File: src/rtl/l2_req_sched.sv
// rtl/l2_req_sched.sv - round-robin L2 refill request scheduler with outstanding cap and response routing
module l2_req_sched #(
    parameter int nstrms          = 64,
    parameter int nstrms_width    = $clog2(nstrms),
    parameter int l2_nstrms       = 16,
    parameter int l2_nstrms_width = $clog2(l2_nstrms),
    parameter int TILES           = nstrms / l2_nstrms,
    parameter int max_out         = 32,
    parameter int cnt_width       = $clog2(max_out + 1)
) (
    input  logic                               clk,
    input  logic                               reset,
    input  logic [TILES-1:0]                   i_req_v,
    output logic [TILES-1:0]                   i_req_r,
    input  logic [TILES*nstrms_width-1:0]      i_req_sid,
    output logic                               o_req_v,
    input  logic                               o_req_r,
    output logic [nstrms_width-1:0]            o_req_sid,
    input  logic                               i_rsp_v,
    output logic                               i_rsp_r,
    input  logic [nstrms_width-1:0]            i_rsp_sid,
    output logic [TILES-1:0]                   o_rsp_v,
    input  logic [TILES-1:0]                   o_rsp_r,
    output logic [TILES*l2_nstrms_width-1:0]   o_rsp_sid,
    output logic [cnt_width-1:0]               o_outst,
    output logic                               o_err
);

    localparam int tw = (TILES > 1) ? $clog2(TILES) : 1;
    localparam int dw = nstrms_width - l2_nstrms_width;
    localparam logic [cnt_width-1:0] max_cnt = cnt_width'(max_out);
    localparam logic [tw-1:0] last_tile = tw'(TILES - 1);

    logic [tw-1:0]  rr_ptr;
    logic [tw-1:0]  grant_idx;
    logic [tw-1:0]  cand_idx;
    logic           grant_v;
    logic           req_free;
    logic           can_issue;
    logic           grant;
    logic           rsp_free;
    logic           rsp_hs;
    logic [dw-1:0]  dst;
    int             cand;

    assign req_free  = ~o_req_v | o_req_r;
    assign can_issue = req_free & (o_outst < max_cnt);
    assign grant     = can_issue & grant_v;

    // First valid tile at or after rr_ptr, wrapping around.
    always_comb begin
        grant_v   = 1'b0;
        grant_idx = '0;
        cand      = 0;
        cand_idx  = '0;
        for (int i = 0; i < TILES; i++) begin
            cand = int'(rr_ptr) + i;
            if (cand >= TILES) cand = cand - TILES;
            cand_idx = tw'(cand);
            if (!grant_v && i_req_v[cand_idx]) begin
                grant_v   = 1'b1;
                grant_idx = cand_idx;
            end
        end
    end

    // Ready is forced low while reset is held so no tile believes it was accepted.
    always_comb begin
        i_req_r = '0;
        if (reset && grant) i_req_r[grant_idx] = 1'b1;
    end

    assign rsp_free = ~|o_rsp_v | |(o_rsp_v & o_rsp_r);
    assign i_rsp_r  = reset & rsp_free;
    assign rsp_hs   = i_rsp_v & rsp_free;
    assign dst      = i_rsp_sid[nstrms_width-1:l2_nstrms_width];

    always_ff @(posedge clk or negedge reset) begin
        if (!reset) begin
            o_req_v   <= 1'b0;
            o_req_sid <= '0;
            rr_ptr    <= '0;
        end else if (grant) begin
            o_req_v   <= 1'b1;
            o_req_sid <= i_req_sid[int'(grant_idx)*nstrms_width +: nstrms_width];
            rr_ptr    <= (grant_idx == last_tile) ? '0 : grant_idx + tw'(1);
        end else if (o_req_r) begin
            o_req_v   <= 1'b0;
        end
    end

    always_ff @(posedge clk or negedge reset) begin
        if (!reset) begin
            o_rsp_v   <= '0;
            o_rsp_sid <= '0;
        end else if (rsp_hs) begin
            o_rsp_v   <= TILES'(1) << dst;
            o_rsp_sid <= {TILES{i_rsp_sid[l2_nstrms_width-1:0]}};
        end else if (rsp_free) begin
            o_rsp_v   <= '0;
        end
    end

    // A response with nothing outstanding is flagged but never underflows the count.
    always_ff @(posedge clk or negedge reset) begin
        if (!reset) begin
            o_outst <= '0;
            o_err   <= 1'b0;
        end else begin
            if (rsp_hs && o_outst == '0) o_err <= 1'b1;
            if (grant && !rsp_hs) begin
                o_outst <= o_outst + cnt_width'(1);
            end else if (!grant && rsp_hs && o_outst != '0) begin
                o_outst <= o_outst - cnt_width'(1);
            end
        end
    end

endmodule

File: config.mk
export PLATFORM = sky130hd
export DESIGN_NAME = l2_req_sched
export DESIGN_NICKNAME = d
export VERILOG_FILES = /design/src/rtl/l2_req_sched.sv
export SDC_FILE = /design/constraint.sdc
export NUM_CORES = 1
export LEC_CHECK = 0
export ABC_AREA = 1
export CELL_PAD_IN_SITES_DETAIL_PLACEMENT = 2
export CELL_PAD_IN_SITES_GLOBAL_PLACEMENT = 2
export CORE_ASPECT_RATIO = 0.7
export CORE_UTILIZATION = 24
export DETAILED_ROUTE_END_ITERATION = 8
export PLACE_DENSITY_LB_ADDON = 0.1
export SETUP_SLACK_MARGIN = 0.4
export SYNTH_ARGS = -nofsm -noshare
export SYNTH_HDL_FRONTEND = slang
export SYNTH_SLANG_ARGS = --single-unit
export TNS_END_PERCENT = 20
File: constraint.sdc
create_clock -name clk -period 6.8 [get_ports clk]
set_input_delay 0.68 -clock clk [delete_from_list [all_inputs] [get_ports clk]]
set_output_delay 0.68 -clock clk [all_outputs]
set_load 0.005 [all_outputs]
==> results of run 1 <==
==> routing by layer <==
layer  GRT usage (%)  up-vias  wire, um
met2           26.86       38      2943
met1           20.88      950      2887
met3           2.211        2       186
met5               0        -         0
met4           2.432        0        27
li1                -      986         -
==> power by group <==
part | internal (uW) | switching [uW] | total [uW]
registers | 215 | 78.7 | 294
clock network | 89.8 | 46.8 | 137
logic | 438 | 564 | 1000
==> metrics by stage <==
| step | hold WS (ps) | power [uW] | setup WS (ps) |
|---|---|---|---|
| after CTS | 486.2 | 1472 | 2961 |
| after detailed placement | 468.6 | 1326 | 2945 |
| final | 482.2 | 1432 | 2988 |
| after global routing | 509.7 | 1618 | 2704 |
| after floorplan | 384.4 | 975.9 | 4045 |
| after global placement | 466.2 | 1289 | 3036 |
==> Yosys cell counts <==
library cell	count
a21boi_0	1
a21oi_1	5
a221oi_1	1
a31oi_1	1
buf_2	2
buf_4	13
buf_6	3
dfrtp_1	24
fa_1	1
ha_1	8
inv_1	42
inv_2	4
nand2_1	100
nand2_2	6
nand2_4	3
nand3_1	28
nand3_2	1
nand3_4	1
nand3b_1	8
nand4_1	2
nor2_1	6
nor2_4	1
nor4_1	1
o21ai_0	4
o21ai_1	2
o21bai_1	1
o32ai_1	4
xor2_1	3
xor2_2	1
==> layout by cell type (no fill, tap or decap), types with 4 or more instances in the layout <==
cell,synthesis,final
a21oi_1,5,5
nor2_1,6,6
nand3b_1,8,8
ha_1,8,8
inv_1,42,42
dfrtp_1,24,24
inv_2,4,4
clkdlybuf4s50_1,0,80
nand3_1,28,28
o32ai_1,4,4
nand2_2,6,6
o21ai_0,4,4
nand2_1,100,100
==> worst register-to-register path, delay by kind of cell (launching register included) <==
family,cells,cell delay [ps]
AOI/OAI and AO/OA,5,940
adders and majority gates,1,390
and+or+nand+nor,8,940
buffers and inverters,3,480
DFF,1,570
==> flip-flops by register name (all words and copies together), names as in the netlist <==
| register | flops |
|---|---|
| rr_ptr | 2 |
| o_err | 1 |
| o_outst | 6 |
| o_rsp_sid | 4 |
| o_rsp_v | 4 |
| o_req_v | 1 |
| o_req_sid | 6 |
==> area by class of cell <==
class / count / area, um2 / share of cell area (%)
multi-input combinational: 189 / 1010 / 36.03
timing repair buffer: 81 / 808.3 / 28.84
sequential: 24 / 600.6 / 21.43
inverter: 46 / 172.7 / 6.161
tap: 98 / 122.6 / 4.375
clock buffer: 4 / 88.84 / 3.170
==> worst paths after layout <==
| check | from | endpoint | slack (ps) | depth (start not counted) |
|---|---|---|---|---|
| min in group asynchronous | reset | o_rsp_sid[13] | 820 | 2 |
| max | i_req_v[2] | i_req_r[3] | 2990 | 13 |
| max reg2reg | rr_ptr[0] | o_outst[5] | 3380 | 17 |
| max in group asynchronous | reset | o_req_sid[0] | 5720 | 2 |
| min | o_err | o_err | 480 | 1 |
| min reg2reg | o_err | o_err | 480 | 1 |
==> cell families (layout without fill, tap and decap cells) <==
family                     count (synthesis)  in the layout
and+or+nand+nor                          157            157
xor gates and xnor gates                   4              4
adders and majority gates                  9              9
AOI/OAI and AO/OA                         19             19
DFF                                       24             24
buffers and inverters                     64            131
==> metrics.yaml, run 1 <==
syn_inst: 277
worstPathMaxFanout: 16
first_pass_iters: 4
crit_arrival_ps: 3130
io_pins: 81
drt-wirelength-per-cell_um: 13.67
tightest_slew_ps: 519.0
crit_buf_inv: 5
rsz0062_at_grt: "false"
cts_tree: "done"
clock-root-buffer: "clkbuf_16"
worstPathCellList: "clkdlybuf4s50_1, inv_1, nand2_1, nand3_1, nand2_2, a21oi_1, nand2_1, nand2_4, inv_1, ha_1, inv_1, nor2_1, clkdlybuf4s50_1"
first_iter_violations: 62
grt_pass1_vias: 2125
synthMuxAreaShare_pct: 0
final_util_pct: 37.30
slew_violations: 0
port_buffers: 80
slew_headroom_pct: 65.32
grt_max_degree: 27
yosysTopAreaCellShare_pct: 31.21
core-area_um2: 7515
htreeDepth: 1
peakVddDrop_v: 0.0001749
drc_errors: 0
cp-end-kind: "output port"
via_per_inst: 4.471
slowest_stage: "clkdlybuf4s50_1"
power.density_nw_per_um2: 511.0
leakagePower_uw: 0.001396
insertion_delay_ps: 250
setup_viol: 0
cpMostUsedCell: "inv_1"
start_util_pct: 25.61
synth_fa_ha_area_share_pct: 6.242
fmax_ghz: 0.2623
antenna_found_initial: 0
cts_resized: 0
dpl-instance-area_um2: 2714
antenna_left: 0
final_cell_area_um2: 2803
drt_wl_total_um: 6044
cts.sinks: 24
avgSynthCellArea_um2: 6.947
final_cells: 442
final-hold-violation-count: 0
die_area_um2: 8386
routabilityCongestion: 0.7952
dpl.hpwl_um: 4970
finalCriticalPeriod_ps: 3812
yosys.area_share.simple_pct: 37.78
synth_area_um2: 1924
yosysSeqAreaShare_pct: 31.21
cpPeakStageDelay_ps: 510
syn_nets: 328
synth_cell_types: 29
startpoint_type: "primary input"
path_delay_family: "buffers and inverters"
post-route-period-util_pct: 56.07
cts.clk_slew.worst_paths_ps: 60
dp.cells: 438
outcome: "finished, final reports clean"
cts_setup_buffers: 0
row_count: 26
die_h_um: 76.92
layout.filler_cells: 915
vias: 1976
hold_buffers: 0
area_growth_pct: 45.64
synth_xor_area_share_pct: 2.211
crit_type: "in2out"
synth_warnings: 0
overflow: 0
fin_setup_tns_ps: 0
max_cap_viol_count: 0
synth_largest_area_cell: "dfrtp_1"
required_ps: 6120
finalNetCount: 396
hold_class: "reg2reg"
synth_compound_area_share_pct: 6.242
finalClockSkew_ps: 4.395
die_w_um: 109.0
cts-buffers-inserted: 3
grt_usage_pct: 15.63
drive_gt1_share_pct: 6.395
ys_ff_latch: 24
grt_first_pass_wirelength_um: 10450
synthTopCellsByArea: "dfrtp_1, nand2_1, inv_1"
synth_top_family_by_area: "simple AND/OR/NAND/NOR gates"
diodes: 0
cts.path.max_buffers: 2
(Power assumes the default switching activity.)
==> inputs of run 2 (changes only) <==
--- a/config.mk
+++ b/config.mk
@@ -9,7 +9,7 @@
 export CELL_PAD_IN_SITES_DETAIL_PLACEMENT = 2
 export CELL_PAD_IN_SITES_GLOBAL_PLACEMENT = 2
 export CORE_ASPECT_RATIO = 0.7
-export CORE_UTILIZATION = 24
+export CORE_UTILIZATION = 20
 export DETAILED_ROUTE_END_ITERATION = 8
 export PLACE_DENSITY_LB_ADDON = 0.1
 export SETUP_SLACK_MARGIN = 0.4
==> constraint.sdc (replaced) <==
create_clock -name clk -period 3.4 [get_ports clk]
set_input_delay 0.34 -clock clk [delete_from_list [all_inputs] [get_ports clk]]
set_output_delay 0.34 -clock clk [all_outputs]
set_load 0.005 [all_outputs]
==> run 2 against run 1 <==
Against the previous run: die area up 20%; combinational power is 120% higher; hold slack got worse by 99 ps; core utilization down 5.2 points; sequential share of layout area fell by 1.1 points; total power up 110%; cell area grew 5.6%; via count increased by 1.9%; critical endpoint is now i_req_r[1]; sequential power up 97%; global-route usage shrank 2.4 points; cell count rose by 8.8%.
==> metrics.yaml, run 2 (synthesized netlist as in run 1, its figures left out) <==
insertion_delay_ps: 260  # was 250 ps
slew_headroom_pct: 71.93  # was 65.32%
overflow: 0  # unchanged
cts.path.max_buffers: 2  # unchanged
peakVddDrop_v: 0.0002732  # was 0.0001749 V
via_per_inst: 4.185  # was 4.471
crit_type: "reg2out"  # was in2out
first_iter_violations: 80  # was 62
worstPathCellList: "clkbuf_2, buf_4, nand2_1, nand2_1, nand2_1, nand2_2, nor2_4, nand3_2, nand2_2, nand2_8, inv_1, ha_1, inv_1, nor2_1, clkdlybuf4s50_1"  # was clkdlybuf4s50_1, inv_1, nand2_1, nand3_1, nand2_2, a21oi_1, nand2_1, nand2_4, inv_1, ha_1, inv_1, nor2_1, clkdlybuf4s50_1
area_growth_pct: 53.84  # was 45.64%
post-route-period-util_pct: 87.03
max_cap_viol_count: 0  # unchanged
multi_input_area_um2: 1021  # was 1010 um2
cpMostUsedCell: "nand2_1"  # was inv_1
antenna_left: 0  # unchanged
rsz0062_at_grt: "true"  # was false
leakagePower_uw: 0.001477  # was 0.001396 uW
worstPathMaxFanout: 16  # unchanged
htreeDepth: 1  # unchanged
vias: 2013  # was 1,976
drt-wirelength-per-cell_um: 13.06  # was 13.67 um
die_w_um: 119.2  # was 109.0 um
row_count: 29  # was 26
reg2regPathDepth: 20  # was 17
slowest_stage: "clkdlybuf4s50_1"  # unchanged
seq_area_um2: 601.8  # was 600.6 um2
layout.filler_cells: 1085  # was 915
core-area_um2: 9216  # was 7515 um2
die_h_um: 84.07  # was 76.92 um
required_ps: 3060  # was 6120 ps
diodes: 0  # unchanged
routabilityCongestion: 0.7534  # was 0.7952
hold_class: "in2async"  # was reg2reg
tightest_slew_ps: 419.8  # was 519.0 ps
final_cells: 481  # was 442
io_pins: 81  # unchanged
final_common_cell: "nand2_1"  # unchanged
grt_usage_pct: 13.21  # was 15.63%
r2r_end: "o_outst[5]"  # unchanged
grt_max_degree: 18  # was 27
crit_arrival_ps: 2620  # was 3130 ps
r2r-start: "rr_ptr[0]"  # unchanged
cts_tree: "done"  # unchanged
antenna_found_initial: 0  # unchanged
drc_errors: 0  # unchanged
outcome: "finished, final reports clean"  # unchanged
final_cell_mix: "nand2_1, clkdlybuf4s50_1, inv_1"  # unchanged
finalNetCount: 409  # was 396
first_pass_iters: 4  # unchanged
cp-end-kind: "output port"  # unchanged
cts.sinks: 24  # unchanged
port_buffers: 80  # unchanged
drive_gt1_share_pct: 10.36  # was 6.395%
cpPeakStageDelay_ps: 510  # about the same
fin_setup_tns_ps: 0  # unchanged
power.density_nw_per_um2: 1037  # was 511.0 nW/um2
timing.hold.ws_ps: 383.6  # was 482.2 ps
drt_wl_total_um: 6283  # was 6044 um
grt_pass1_vias: 2150  # was 2,125
start_util_pct: 20.88  # was 25.61%
finalCriticalPeriod_ps: 2959
die_area_um2: 10020  # was 8386 um2
finalClockSkew_ps: 3.964  # was 4.395 ps
cts.clk_slew.worst_paths_ps: 60  # about the same
reg.largest.list: "o_outst: 6 flops, o_req_sid: 6 flops"  # unchanged
cts-buffers-inserted: 3  # unchanged
reg2reg_slack_ps: 540  # was 3380 ps
startpoint_type: "register"  # was primary input
dp.cells: 470  # was 438
clock-root-buffer: "clkbuf_16"  # unchanged
setup_viol: 0  # unchanged
final-hold-violation-count: 0  # unchanged
fmax_ghz: 0.3380
slew_violations: 0  # unchanged
grt_first_pass_wirelength_um: 10740  # was 10,450 um
dpl.hpwl_um: 5123  # was 4970 um
-- run 2: worst max-delay path by stage --
stage                     from          to  slack [ps]  cells past startpoint
floorplan           o_rsp_v[2]  o_outst[5]         930                     16
global placement    i_req_v[0]  o_outst[5]         300                     18
detailed placement  i_req_v[0]  o_outst[5]         270                     18
CTS                  rr_ptr[0]  i_req_r[3]         400                     13
global route         rr_ptr[0]  o_outst[5]         210                     19
finish               rr_ptr[0]  i_req_r[1]         440                     15
-- run 2: stage by stage --
step	power, uW	cell area [um2]	setup slack, ps	utilization (%)
after floorplan	1952	1924	929.6	-
after global placement	2697	2791	303.3	30.29
after detailed placement	2759	2791	273.8	30.29
after CTS	3114	2918	403.0	31.66
after global routing	3445	2960	212.8	32.12
final	3071	2960	441.1	32.12
-- run 2: timing repair --
item | 4_1_cts | 5_1_grt
resized for setup | 4 | 2
endpoints found under the hold margin | 0 | 0
endpoints found under the setup margin | 5 | 6
cloned | 0 | 1
hold buffers | 0 | 0
setup buffers | 3 | 3
pin swaps | 0 | 0
-- run 2: metal layers --
metal  vias up  wire (um)  GRT usage [%]
met2        42       2865          21.46
met3         4        223          2.391
li1       1013          -              -
met5         -          0              0
met4         0         45          1.841
met1       954       3148          18.48
-- run 2: report_power, final --
part / total, uW / internal, uW / switching [uW]
Combinational: 2210 / 1000 / 1210
Sequential: 579 / 432 / 147
Clock: 282 / 180 / 102
-- run 2: area by class of cell --
class | count | share of cell area [%]
clock buffers | 4 | 3.001
inverters | 46 | 6.002
multi-input cells | 189 | 34.49
flip-flops and latches | 24 | 20.33
well taps | 124 | 5.241
repair buffers | 93 | 30.77
repair inverters | 1 | 0.1691
-- run 2: worst max-delay path: cells and delay by family (launching register included) --
kind	cells	cell delay, ps
buffers and inverters	5	950
adder cells (fa/ha/maj)	1	170
flip-flops	1	430
AND/OR/NAND/NOR	9	820
==> inputs of run 3 (changes only) <==
--- a/config.mk
+++ b/config.mk
@@ -9,8 +9,10 @@
 export CELL_PAD_IN_SITES_DETAIL_PLACEMENT = 2
 export CELL_PAD_IN_SITES_GLOBAL_PLACEMENT = 2
 export CORE_ASPECT_RATIO = 0.7
+export CORE_MARGIN = 2
 export CORE_UTILIZATION = 20
 export DETAILED_ROUTE_END_ITERATION = 8
+export HOLD_SLACK_MARGIN = 0.02
 export PLACE_DENSITY_LB_ADDON = 0.1
 export SETUP_SLACK_MARGIN = 0.4
 export SYNTH_ARGS = -nofsm -noshare
==> run 3 against run 2 <==
Against the previous run: worst setup slack improved by 28 ps; combinational power rose by 3%; critical path depth fell by 2; sequential power rose by 2%; wire length rose by 3.9%; core utilization rose by 0.37 points; register-to-register slack improved by 20 ps; global-route usage fell by 0.41 points; cell area rose by 1.1%; via count rose by 1.3%; non-clock buffer count rose by 1; clock power barely moved.
==> metrics.yaml, run 3 (synthesized netlist as in run 1, its figures left out) <==
startpoint_type: "register"  # unchanged
via_per_inst: 4.230  # was 4.185
rsz0062_at_grt: "true"  # unchanged
reg2reg_slack_ps: 560  # was 540 ps
die_area_um2: 10440  # was 10,020 um2
p_comb_share_pct: 72.2  # was 72.0%
grt_usage_pct: 12.81  # was 13.21%
die_h_um: 86.07  # was 84.07 um
swShare_pct: 47.83  # was 47.38%
cts.clk_slew.worst_paths_ps: 60  # about the same
power.density_nw_per_um2: 1051  # was 1037 nW/um2
crit_start: "rr_ptr[0]"  # unchanged
outcome: "finished, final reports clean"  # unchanged
crit_arrival_ps: 2590  # was 2620 ps
cpPeakStageDelay_ps: 520  # was 510 ps
peakVddDrop_v: 0.0002888  # was 0.0002732 V
timing.hold.ws_ps: 383.2  # was 383.6 ps
antenna_found_initial: 0  # unchanged
htreeDepth: 1  # unchanged
dpl.hpwl_um: 5193  # was 5123 um
cts_tree: "done"  # unchanged
reg2regPathDepth: 19  # was 20
p_switching_uw: 1506  # was 1455 uW
slew_headroom_pct: 71.54  # was 71.93%
start_util_pct: 20.88  # unchanged
routabilityCongestion: 0.7763  # was 0.7534
diodes: 0  # unchanged
area_growth_pct: 55.59  # was 53.84%
drt_wl_total_um: 6530  # was 6283 um
drc_errors: 0  # unchanged
r2r_end: "o_outst[5]"  # unchanged
cts.path.max_buffers: 2  # unchanged
die_w_um: 121.2  # was 119.2 um
fin_setup_tns_ps: 0  # unchanged
worstPathCellList: "buf_6, buf_4, nand2_1, nand2_1, nand2_1, nand2_1, a21oi_1, nand2_1, nand2_8, ha_1, inv_1, nor2_1, clkdlybuf4s50_1"  # was clkbuf_2, buf_4, nand2_1, nand2_1, nand2_1, nand2_2, nor2_4, nand3_2, nand2_2, nand2_8, inv_1, ha_1, inv_1, nor2_1, clkdlybuf4s50_1
clock-root-buffer: "clkbuf_16"  # unchanged
finalNetCount: 410  # was 409
vias: 2039  # was 2,013
intPower_uw: 1642  # was 1616 uW
r2r-start: "rr_ptr[0]"  # unchanged
max_cap_viol_count: 0  # unchanged
post-route-period-util_pct: 86.19  # was 87.03%
row_count: 29  # unchanged
slew_violations: 0  # unchanged
final_common_cell: "nand2_1"  # unchanged
reg.largest.list: "o_outst: 6 flops, o_req_sid: 6 flops"  # unchanged
antenna_left: 0  # unchanged
first_pass_iters: 4  # unchanged
cpMostUsedCell: "nand2_1"  # unchanged
setup_viol: 0  # unchanged
io_pins: 81  # unchanged
required_ps: 3060  # about the same
cp-end-kind: "output port"  # unchanged
leakagePower_uw: 0.001491  # was 0.001477 uW
grt_max_degree: 18  # unchanged
grt_first_pass_wirelength_um: 10700  # was 10,740 um
overflow: 0  # unchanged
insertion_delay_ps: 260  # about the same
worstPathMaxFanout: 16  # unchanged
power_frac_seq_pct: 18.8  # about the same
layout.filler_cells: 1123  # was 1,085
hold_buffers: 0  # unchanged
crit_type: "reg2out"  # unchanged
final-hold-violation-count: 0  # unchanged
drive_gt1_share_pct: 11.17  # was 10.36%
slowest_stage: "clkdlybuf4s50_1"  # unchanged
path_delay_family: "buffers and inverters"  # unchanged
drt-wirelength-per-cell_um: 13.55  # was 13.06 um
crit_buf_inv: 4  # was 5
finalClockSkew_ps: 5.781  # was 3.964 ps
first_iter_violations: 39  # was 80
cts-buffers-inserted: 3  # unchanged
core-area_um2: 9216  # unchanged
grt_pass1_vias: 2188  # was 2,150
tightest_slew_ps: 425.6  # was 419.8 ps
finalCriticalPeriod_ps: 2931  # was 2959 ps
port_buffers: 80  # unchanged
final_cell_mix: "nand2_1, clkdlybuf4s50_1, inv_1"  # unchanged
hold_class: "in2async"  # unchanged
cts.sinks: 24  # unchanged
endpoint: "i_req_r[0]"  # was i_req_r[1]
fmax_ghz: 0.3412  # was 0.3380 GHz
pwr-share-clk_pct: 9.0  # was 9.2%
cp_num_cells: 13  # was 15
## run 3: cell count changes in the layout (fill, tap and decap cells not counted), moves of 2 or more
cell     before  now
nand2_2       6    4
buf_4        11   13
inv_4         0    2
nand2_4       2    4
## run 3: final cells by class
cell class              count  area, um2  share of cell area, %
clock buffers               4      88.84                  2.967
repair inverters            1      7.507                 0.2507
repair buffers             94      910.9                  30.42
multi-input cells         189       1045                  34.89
inverters                  46      185.2                  6.185
flip-flops and latches     24      601.8                  20.10
well taps                 124      155.1                  5.182
## run 3: how the worst min path moves through the flow
stage	start	end	slack, ps	cells past startpoint
after floorplan	reset	o_err	40	0
after global placement	o_err	o_err	460	1
after detailed placement	o_err	o_err	470	1
after CTS	reset	o_req_sid[1]	390	1
after global routing	reset	o_req_sid[1]	410	1
final	reset	o_req_sid[1]	380	1
## run 3: routing by layer
layer | vias up | part of all wire, % | global-route usage, %
met5 | - | 0 | 0
met4 | 0 | 0.32 | 1.567
met3 | 4 | 4.2 | 2.460
met2 | 48 | 45 | 21.60
met1 | 966 | 51 | 17.55
li1 | 1021 | - | -
## run 3: worst register-to-register path, cell delays in order (launching register included)
cell	delay, ps
dfrtp_2	500
clkinvlp_4	180
nand2_1	80
nand2_1	50
nand2_1	90
nand2_2	70
nor2_4	160
nand3b_1	110
nand2_2	100
inv_4	70
nand2_4	140
ha_1	300
a21oi_1	150
inv_1	60
a31oi_1	210
o21ai_0	120
a21oi_1	180
nand2_1	80
nand2_1	60
nand2_1	40
## run 3: power groups by stage
stage	clock (uW)	combinational (uW)	sequential [uW]
floorplan	0	1390	558
global placement	0	2080	595
detailed placement	0	2100	603
CTS	297	2230	601
global route	310	2590	624
finish	282	2270	593
## run 3: through the flow
step	instances	worst slack [ps]	power (uW)	util [%]	area (um2)
after floorplan	277	929.6	1952	-	1924
final	482	469.4	3148	32.49	2994
after global placement	467	262.0	2673	30.04	2769
after detailed placement	467	221.6	2707	30.04	2769
after CTS	477	372.5	3127	31.78	2929
after global routing	482	268.0	3528	32.49	2994
## run 3: repair_timing
action                     in CTS  in global routing
gates cloned                    1                  0
pin swaps                       2                  2
gates resized for setup        10                  7
setup buffers                   5                  5
setup endpoints to repair       5                  4
